### src/rtl/loader_pkg.sv
// Shared constants for the instruction-memory loader: FSM state encoding and stream framing.
package loader_pkg;

  localparam int HDR_W          = 16;
  localparam int BYTES_PER_WORD = 4;

  localparam logic [2:0] ST_HDR_LO = 3'd0;
  localparam logic [2:0] ST_HDR_HI = 3'd1;
  localparam logic [2:0] ST_DATA   = 3'd2;
  localparam logic [2:0] ST_LAST   = 3'd3;
  localparam logic [2:0] ST_DONE   = 3'd4;
  localparam logic [2:0] ST_ERR    = 3'd5;
  localparam logic [2:0] ST_CHK    = 3'd6;

endpackage

### src/rtl/word_assembler.sv
// Shifts payload bytes into a little-endian 32-bit word; word_done flags the 4th byte of a word.
module word_assembler
  import loader_pkg::*;
(
  input  logic        clk,
  input  logic        rst,
  input  logic        byte_en,
  input  logic [7:0]  byte_data,
  output logic [31:0] word_next,
  output logic        word_done
);

  logic [31:0] word_q;
  logic [1:0]  cnt;

  // Shift right so the first byte of a word ends up in bits 7:0.
  assign word_next = {byte_data, word_q[31:8]};
  assign word_done = byte_en && (cnt == 2'(BYTES_PER_WORD - 1));

  always_ff @(posedge clk) begin
    if (rst) begin
      word_q <= '0;
      cnt    <= '0;
    end else if (byte_en) begin
      word_q <= word_next;
      cnt    <= cnt + 2'd1;
    end
  end

endmodule

### src/rtl/imem_loader.sv
// Loads a length-prefixed byte stream into instruction memory and holds the core in reset until done.
// Optional trailing checksum byte enabled by defining IMEM_LOADER_CHECKSUM_EN.
//
// state  | meaning
// HDR_LO | waiting for word-count low byte
// HDR_HI | waiting for word-count high byte, range check
// DATA   | accepting payload bytes
// LAST   | final word being written
// CHK    | waiting for checksum byte (checksum builds only)
// DONE   | load complete, core released (terminal)
// ERR    | load aborted (terminal)
module imem_loader
  import loader_pkg::*;
#(
  parameter int unsigned DEPTH     = 64,
  parameter logic [31:0] ADDR_BASE = 32'h0
) (
  input  logic        clk,
  input  logic        rst,
  input  logic        byte_valid,
  input  logic [7:0]  byte_data,
  output logic        byte_ready,
  output logic        imem_we,
  output logic [31:0] imem_addr,
  output logic [31:0] imem_wdata,
  output logic        core_rst,
  output logic        done,
  output logic        error
);

  localparam logic [31:0] DEPTH_W = DEPTH;

  logic [2:0]       state;
  logic [7:0]       n_lo;
  logic [HDR_W-1:0] n_words;
  logic [HDR_W-1:0] idx;
  logic [HDR_W-1:0] n_hdr;
  logic             hdr_ok;
  logic             xfer;
  logic             word_done;
  logic [31:0]      word_next;
`ifdef IMEM_LOADER_CHECKSUM_EN
  logic [7:0]       sum;
`endif

  always_comb begin
    byte_ready = 1'b0;
    if (!rst) begin
      byte_ready = (state == ST_HDR_LO) || (state == ST_HDR_HI) || (state == ST_DATA);
`ifdef IMEM_LOADER_CHECKSUM_EN
      if (state == ST_CHK) byte_ready = 1'b1;
`endif
    end
  end

  assign xfer   = byte_valid && byte_ready;
  assign n_hdr  = {byte_data, n_lo};
  assign hdr_ok = (n_hdr != '0) && ({16'd0, n_hdr} <= DEPTH_W);

  word_assembler u_asm (
    .clk       (clk),
    .rst       (rst),
    .byte_en   (xfer && (state == ST_DATA)),
    .byte_data (byte_data),
    .word_next (word_next),
    .word_done (word_done)
  );

  always_ff @(posedge clk) begin
    if (rst) begin
      state      <= ST_HDR_LO;
      n_lo       <= '0;
      n_words    <= '0;
      idx        <= '0;
      imem_we    <= 1'b0;
      imem_addr  <= ADDR_BASE;
      imem_wdata <= '0;
`ifdef IMEM_LOADER_CHECKSUM_EN
      sum        <= '0;
`endif
    end else begin
      imem_we <= 1'b0;
      case (state)
        ST_HDR_LO: if (xfer) begin
          n_lo  <= byte_data;
          state <= ST_HDR_HI;
        end
        ST_HDR_HI: if (xfer) begin
          n_words <= n_hdr;
          state   <= hdr_ok ? ST_DATA : ST_ERR;
        end
        ST_DATA: if (xfer) begin
`ifdef IMEM_LOADER_CHECKSUM_EN
          sum <= sum + byte_data;
`endif
          if (word_done) begin
            imem_we    <= 1'b1;
            imem_wdata <= word_next;
            imem_addr  <= ADDR_BASE + 32'({idx, 2'b00});
            idx        <= idx + 1'b1;
            if (idx == n_words - 1'b1) state <= ST_LAST;
          end
        end
`ifdef IMEM_LOADER_CHECKSUM_EN
        ST_LAST: state <= ST_CHK;
        ST_CHK: if (xfer) state <= (byte_data == sum) ? ST_DONE : ST_ERR;
`else
        ST_LAST: state <= ST_DONE;
`endif
        default: state <= state;
      endcase
    end
  end

  // Outputs decode directly from the state register so done and core_rst flip together.
  assign done     = (state == ST_DONE);
  assign error    = (state == ST_ERR);
  assign core_rst = (state != ST_DONE);

endmodule

### config.mk
export PLATFORM = sky130hd
export DESIGN_NAME = imem_loader
export DESIGN_NICKNAME = d
export VERILOG_FILES = /design/src/rtl/loader_pkg.sv /design/src/rtl/word_assembler.sv /design/src/rtl/imem_loader.sv
export SDC_FILE = /design/constraint.sdc
export NUM_CORES = 1
export LEC_CHECK = 0
export CAP_MARGIN = 40
export CORE_MARGIN = 4
export CORE_UTILIZATION = 53
export CTS_BUF_LIST = sky130_fd_sc_hd__clkbuf_16
export DETAILED_ROUTE_END_ITERATION = 8
export PLACE_DENSITY = 0.83
export SLEW_MARGIN = 20
export SYNTH_ARGS = -nofsm -noshare
export SYNTH_HDL_FRONTEND = slang
export SYNTH_HIERARCHICAL = 1
export SYNTH_SLANG_ARGS = --single-unit
### constraint.sdc
create_clock -name clk -period 8.25 [get_ports clk]
set_clock_uncertainty 0.2 [all_clocks]
set_input_delay 2.0625 -clock clk [delete_from_list [all_inputs] [get_ports clk]]
set_output_delay 2.0625 -clock clk [all_outputs]
set_load 0.1 [all_outputs]
==> summary.txt, run 1 <==
Core ar. - 9330 um^2
total track usage - 25.1%
Required @ worst endpoint - 5.99 ns
detailed-router iteration count before antenna repair - 6
setup ws final - 2.47 ns
final hold viol count - 0
final design utilization - 75.8%
FFs w/ async S/R, synth - 0%
layout cell share with drive strength beyond 1 - 14.1%
initial antenna violation count - 0
Arr. time, crit path - 3.52 ns
Crit Path Category - in2out
via count - 4646
CTS tree - built
First DRT Iteration DRCs - 293
area share of the largest cell type after synthesis - 46.1%
Reg2Reg Setup Slack - 4.32 ns
Syn-to-layout area delta - 38.1%
Initial Utilization - 54.9%
Top Ports - 80
number of distinct library cells after synthesis - 50
CTS clk-pin slew, worst paths - 0.06 ns
post-route cell area - 7070 um^2
RSZ-0062 raised after global routing - no
Port Buffers - 63
final antenna-violating net count - 0
status - finished clean
Static Leak - 2.63 nW
Tcrit/Tclk final - 70.0%
Synth area leaders - dfxtp_1 46%, nand2_1 10%, a21oi_1 6.6%
most common cell in the synthesized netlist - nand2_1
first-pass GRT wire length - 22800 um
Synth warnings - 6
Setup Fix Bufs, Post-CTS - 0
Post-synth EDFFs - 0
Worst Hold End - imem_addr[10]$_SDFFE_PP0P_
Finished Layout Cells - 847
Top delay family on crit path - buffers and inverters
largest net degree at the start of global routing - 69
routed wire length - 13700 um
FMAX - 0.173 GHz
CTS H-Tree Depth - 4
residual DRC count - 0
startpoint types - input port
sequential share of the synthesized area - 46.1%
minimum clock period - 5.78 ns
reg2reg end - idx[14]$_SDFFE_PP0P_
Clock Sinks - 118
worst hold path depth - 2
HP Start - imem_addr[10]$_SDFFE_PP0P_
Placed Area - 6460 um^2
Wirelength per Cell - 16.1 um
die footprint - 11300 um^2
post-synth top area cell - dfxtp_1
maximum vdd drop - 0.000174 V
Final Slew Violations - 0
pwr dens - 199 nW/um^2
smallest hold slack - 0.254 ns
crit-path max FO - 68
Synth Flop Type - dfxtp_1
Placed Cells - 814
Max Cap Viol - 0
CP max stage delay - 0.57 ns
cell count after synthesis - 614
crit-path cells - buf_4 -> a211oi_1 -> clkdlybuf4s50_1 -> buf_8
Final Wtd Congestion - 0.849
r2r startpoint - state[1]$_SDFFE_PP0P_
DP HPWL - 8730 um
post-place setup slack - 2.48 ns
Vias per Instance - 5.49
setup tns final - 0 ns
CTS buffer count - 17
Worst-Skew Late Latency - 0.41 ns
worst path bufs/invs - 3
synthesized area per cell - 8.34 um^2
vias in the first global route - 4717
Yosys reg bits - 118
Slew headroom - 45.2%
Design Power - 1.41 mW
Die Height - 106 um
GRT overflow - 0
setup violators final - 0
crit path max-delay cell type - clkdlybuf4s50_1
root buf cell - clkbuf_16
Die Width - 106 um
hold_buf cts - 0
Syn Std Cell Area - 5120 um^2
clk buf depth - 2
R2R depth - 10
post-CTS sizing - 0
worst slew pin tran - 0.814 ns
Hold WC Path Type - reg2reg
row cnt - 35
Critical Path End Type - output port
Ant. Diodes - 0
WP depth - 4
synth cell count leaders - 143 x nand2_1, 118 x dfxtp_1, 68 x a21oi_1
Total Nets Final - 719
==> area by class of cell <==
type / count / area, um^2
clock inverters: 15 / 169
flip-flops and latches: 118 / 2360
repair buffers: 121 / 1510
inverters: 8 / 30.0
multi-input cells: 439 / 2410
clock buffers: 17 / 425
fillers: 553 / 2250
well taps: 129 / 161
==> worst reg2reg max path: cells and delay by family (launching register included) <==
family / cells / cell delay [ns]
xor+xnor: 1 / 0.29
flops: 1 / 0.54
buf+inv: 1 / 0.40
simple gates: 8 / 2.39
==> cell usage in the layout (no fill, tap or decap), drive strengths merged, types with 3 or more instances in the layout <==
| cell type | Yosys | routed |
|---|---|---|
| a21oi | 68 | 68 |
| a31oi | 3 | 3 |
| and2 | 3 | 3 |
| and3 | 5 | 5 |
| buf | 31 | 59 |
| clkbuf | 33 | 17 |
| clkdlybuf4s50 | 0 | 62 |
| clkinv | 0 | 4 |
| conb | 1 | 16 |
| dfxtp | 118 | 118 |
| ha | 3 | 3 |
| inv | 8 | 15 |
| mux2i | 33 | 33 |
| nand2 | 143 | 143 |
| nand3 | 10 | 10 |
| nand4 | 7 | 7 |
| nor2 | 55 | 55 |
| nor3 | 6 | 6 |
| nor4 | 7 | 7 |
| o21ai | 4 | 4 |
| o31ai | 3 | 3 |
| or2 | 3 | 3 |
| or3b | 3 | 3 |
| or4 | 6 | 6 |
| xnor2 | 19 | 19 |
| xor2 | 14 | 14 |
==> flip-flops by register name (all words and copies together) (netlist names) <==
| name | cells |
|---|---|
| imem_wdata | 32 |
| u_asm/word_q | 24 |
| idx | 16 |
| imem_addr | 16 |
| n_words | 16 |
| n_lo | 8 |
| state | 3 |
| u_asm/cnt | 2 |
| imem_we | 1 |
==> report_power, final <==
group	internal (mW)	switching (mW)
clock	0.453	0.286
sequential	0.574	0.00569
combinational	0.0219	0.0692
total	1.05	0.361
==> kinds of logic after synthesis <==
logic type | after synthesis | share of synthesized area (%)
AND/OR/NAND/NOR | 264 | 23.2
flip-flops | 118 | 46.1
AO/OA/AOI/OAI | 90 | 9.89
buffers and inverters | 72 | 7.91
XOR/XNOR | 33 | 5.64
multiplexers | 33 | 6.45
adder cells (fa/ha/maj) | 3 | 0.733
other | 1 | 0.0732
==> routing by layer <==
| layer | routed length (um) | share of wire [%] | GRT usage, % |
|---|---|---|---|
| met1 | 5280 | 39 | 27.6 |
| met2 | 7100 | 52 | 44.6 |
| met3 | 769 | 5.6 | 6.38 |
| met4 | 529 | 3.9 | 12.4 |
| met5 | 0 | 0 | 0 |
==> worst max-delay path by stage <==
stage	from	to	slack [ns]
2_1_floorplan	rst	byte_ready	1.43
3_3_place_gp	rst	byte_ready	1.86
3_5_place_dp	rst	byte_ready	2.48
4_1_cts	rst	byte_ready	2.47
5_1_grt	rst	byte_ready	2.40
6_report	rst	byte_ready	2.47
No activity file was read; power rests on OpenSTA's default activity.
==> inputs of run 2 (changes only) <==
Settings changed: CORE_UTILIZATION 53 to 48, PLACE_DENSITY 0.83 to 0.79.
Clock period 8.25 ns to 5.2 ns, I/O delays scaled along.
==> run 2 against run 1 <==
- count of clock-buffer cells in the layout stayed put
- combinational power rose by 56%
- largest cell class unchanged
- critical endpoint is now idx[11]$_SDFFE_PP0P_
- die area is 9.6% higher
- sequential share of layout area is 0.12 points higher
- global-route usage shrank 4.5 points
- cell area fell by 0.37%
- hold slack improved by 0.0028 ns
- via count decreased by 2.6%
- core utilization decreased by 7.9 points
- power increased by 54%
==> summary.txt, run 2 (same netlist as run 1, synthesis figures left out) <==
worst hold path depth - 2
Vias per Instance - 5.30
P_int - 1.61 mW
Die Width - 111 um
routed wire length - 12500 um
FMAX - 0.259 GHz
pwr dens - 308 nW/um^2
P_sw - 0.562 mW
Fillers - 746
most common cell after layout, fill and taps aside - nand2_1
met1 usage - 23.3%
Tcrit/Tclk final - 74.4%
Placed Area - 6480 um^2
combinational share of power - 6.5%
first-pass GRT wire length - 21200 um
layout cell share with drive strength beyond 1 - 14.1%
worst slew pin tran - 0.807 ns
Syn-to-layout area delta - 37.6%
R2R depth - 9
clock share of power - 51.1%
clk buf depth - 2
CTS tree - built
post-CTS sizing - 0
Arr. time, crit path - 3.95 ns
Final Slew Violations - 0
status - finished clean
First DRT Iteration DRCs - 273
final hold viol count - 0
Final Wtd Congestion - 0.895
setup tns final - 0 ns
startpoint types - input port
Worst-Skew Late Latency - 0.41 ns
Largest register FFs - 32
row cnt - 37
Die Height - 111 um
Crit Path Category - in2reg
Ant. Diodes - 0
DP HPWL - 8690 um
Hold WC Path Type - reg2reg
Largest Register - imem_wdata
final antenna-violating net count - 0
via count - 4525
GRT overflow - 0
most frequent cells in the layout - 143 x nand2_1, 118 x dfxtp_1, 68 x a21oi_1
RSZ-0062 raised after global routing - no
Setup Fix Bufs, Post-CTS - 0
residual DRC count - 0
multi-input logic area - 2420 um^2
top flop regs - imem_wdata: 32 flops, u_asm/word_q: 24 flops
root buf cell - clkbuf_16
Wirelength per Cell - 14.7 um
Core ar. - 10400 um^2
total track usage - 20.6%
Slew headroom - 45.7%
minimum clock period - 3.87 ns
crit-path max FO - 6
Max Cap Viol - 0
Initial Utilization - 49.4%
met2 GRT Util - 35.8%
final design utilization - 68.0%
vias in the first global route - 4635
Top Ports - 80
routing usage on met3 - 5.19%
initial antenna violation count - 0
CTS clk-pin slew, worst paths - 0.05 ns
die footprint - 12400 um^2
CTS buffer count - 17
Clock Sinks - 118
sw frac - 25.8%
maximum vdd drop - 0.000230 V
Seq pwr share - 42.3%
largest net degree at the start of global routing - 81
setup violators final - 0
post-route cell area - 7050 um^2
global routing's busiest layer - met2
Critical Path End Type - register
detailed-router iteration count before antenna repair - 5
hold_buf cts - 0
Port Buffers - 63
Static Leak - 2.61 nW
FF+latch area - 2360 um^2
Required @ worst endpoint - 5.28 ns
CTS H-Tree Depth - 4
Total Nets Final - 719
run 2: stage by stage:
stage / instances / hold slack (ns) / worst slack (ns) / total power, mW
floorplan: 629 / 0.231 / 0.891 / 1.06
global placement: 769 / 0.236 / 1.14 / 1.07
detailed placement: 822 / 0.247 / 1.05 / 1.08
CTS: 854 / 0.260 / 1.46 / 2.18
global route: 854 / 0.277 / 1.19 / 2.24
finish: 854 / 0.257 / 1.33 / 2.17
run 2: final timing paths:
kind / slack, ns / end / startpoint
max reg2reg: 1.87 / idx[11]$_SDFFE_PP0P_ / state[1]$_SDFFE_PP0P_
min reg2reg: 0.26 / imem_addr[5]$_SDFFE_PP0P_ / imem_addr[5]$_SDFFE_PP0P_
min: 0.26 / imem_addr[5]$_SDFFE_PP0P_ / imem_addr[5]$_SDFFE_PP0P_
max: 1.33 / idx[11]$_SDFFE_PP0P_ / byte_valid
run 2: worst max-delay path, stage by stage:
cell	delay, ns
clkdlybuf4s50_1	0.58
nand2_1	0.14
nor2_2	0.14
and2_1	0.17
nand3b_1	0.10
nor4_1	0.69
and4_1	0.44
and3_1	0.22
xnor2_1	0.13
nor2_1	0.05
run 2: area by class of cell:
type,instances,area share [%]
repair buffers,121,21.2
well taps,136,2.41
flip-flops and latches,118,33.5
clock buffers,17,6.04
inverters,8,0.426
multi-input cells,439,34.3
clock inverters,15,2.04
run 2: per-layer routing:
layer | vias to the layer above | routed length (um)
met5 | - | 0
met4 | 0 | 450
met3 | 38 | 588
met2 | 146 | 6460
met1 | 2140 | 5040
li1 | 2201 | -
run 2: power by group through the flow:
| stage | Clock [mW] | Combinational [mW] | Sequential (mW) |
|---|---|---|---|
| 6_report | 1.11 | 0.142 | 0.920 |
| 4_1_cts | 1.12 | 0.141 | 0.920 |
| 3_5_place_dp | 0 | 0.141 | 0.939 |
| 2_1_floorplan | 0 | 0.125 | 0.936 |
| 5_1_grt | 1.17 | 0.150 | 0.921 |
| 3_3_place_gp | 0 | 0.132 | 0.938 |
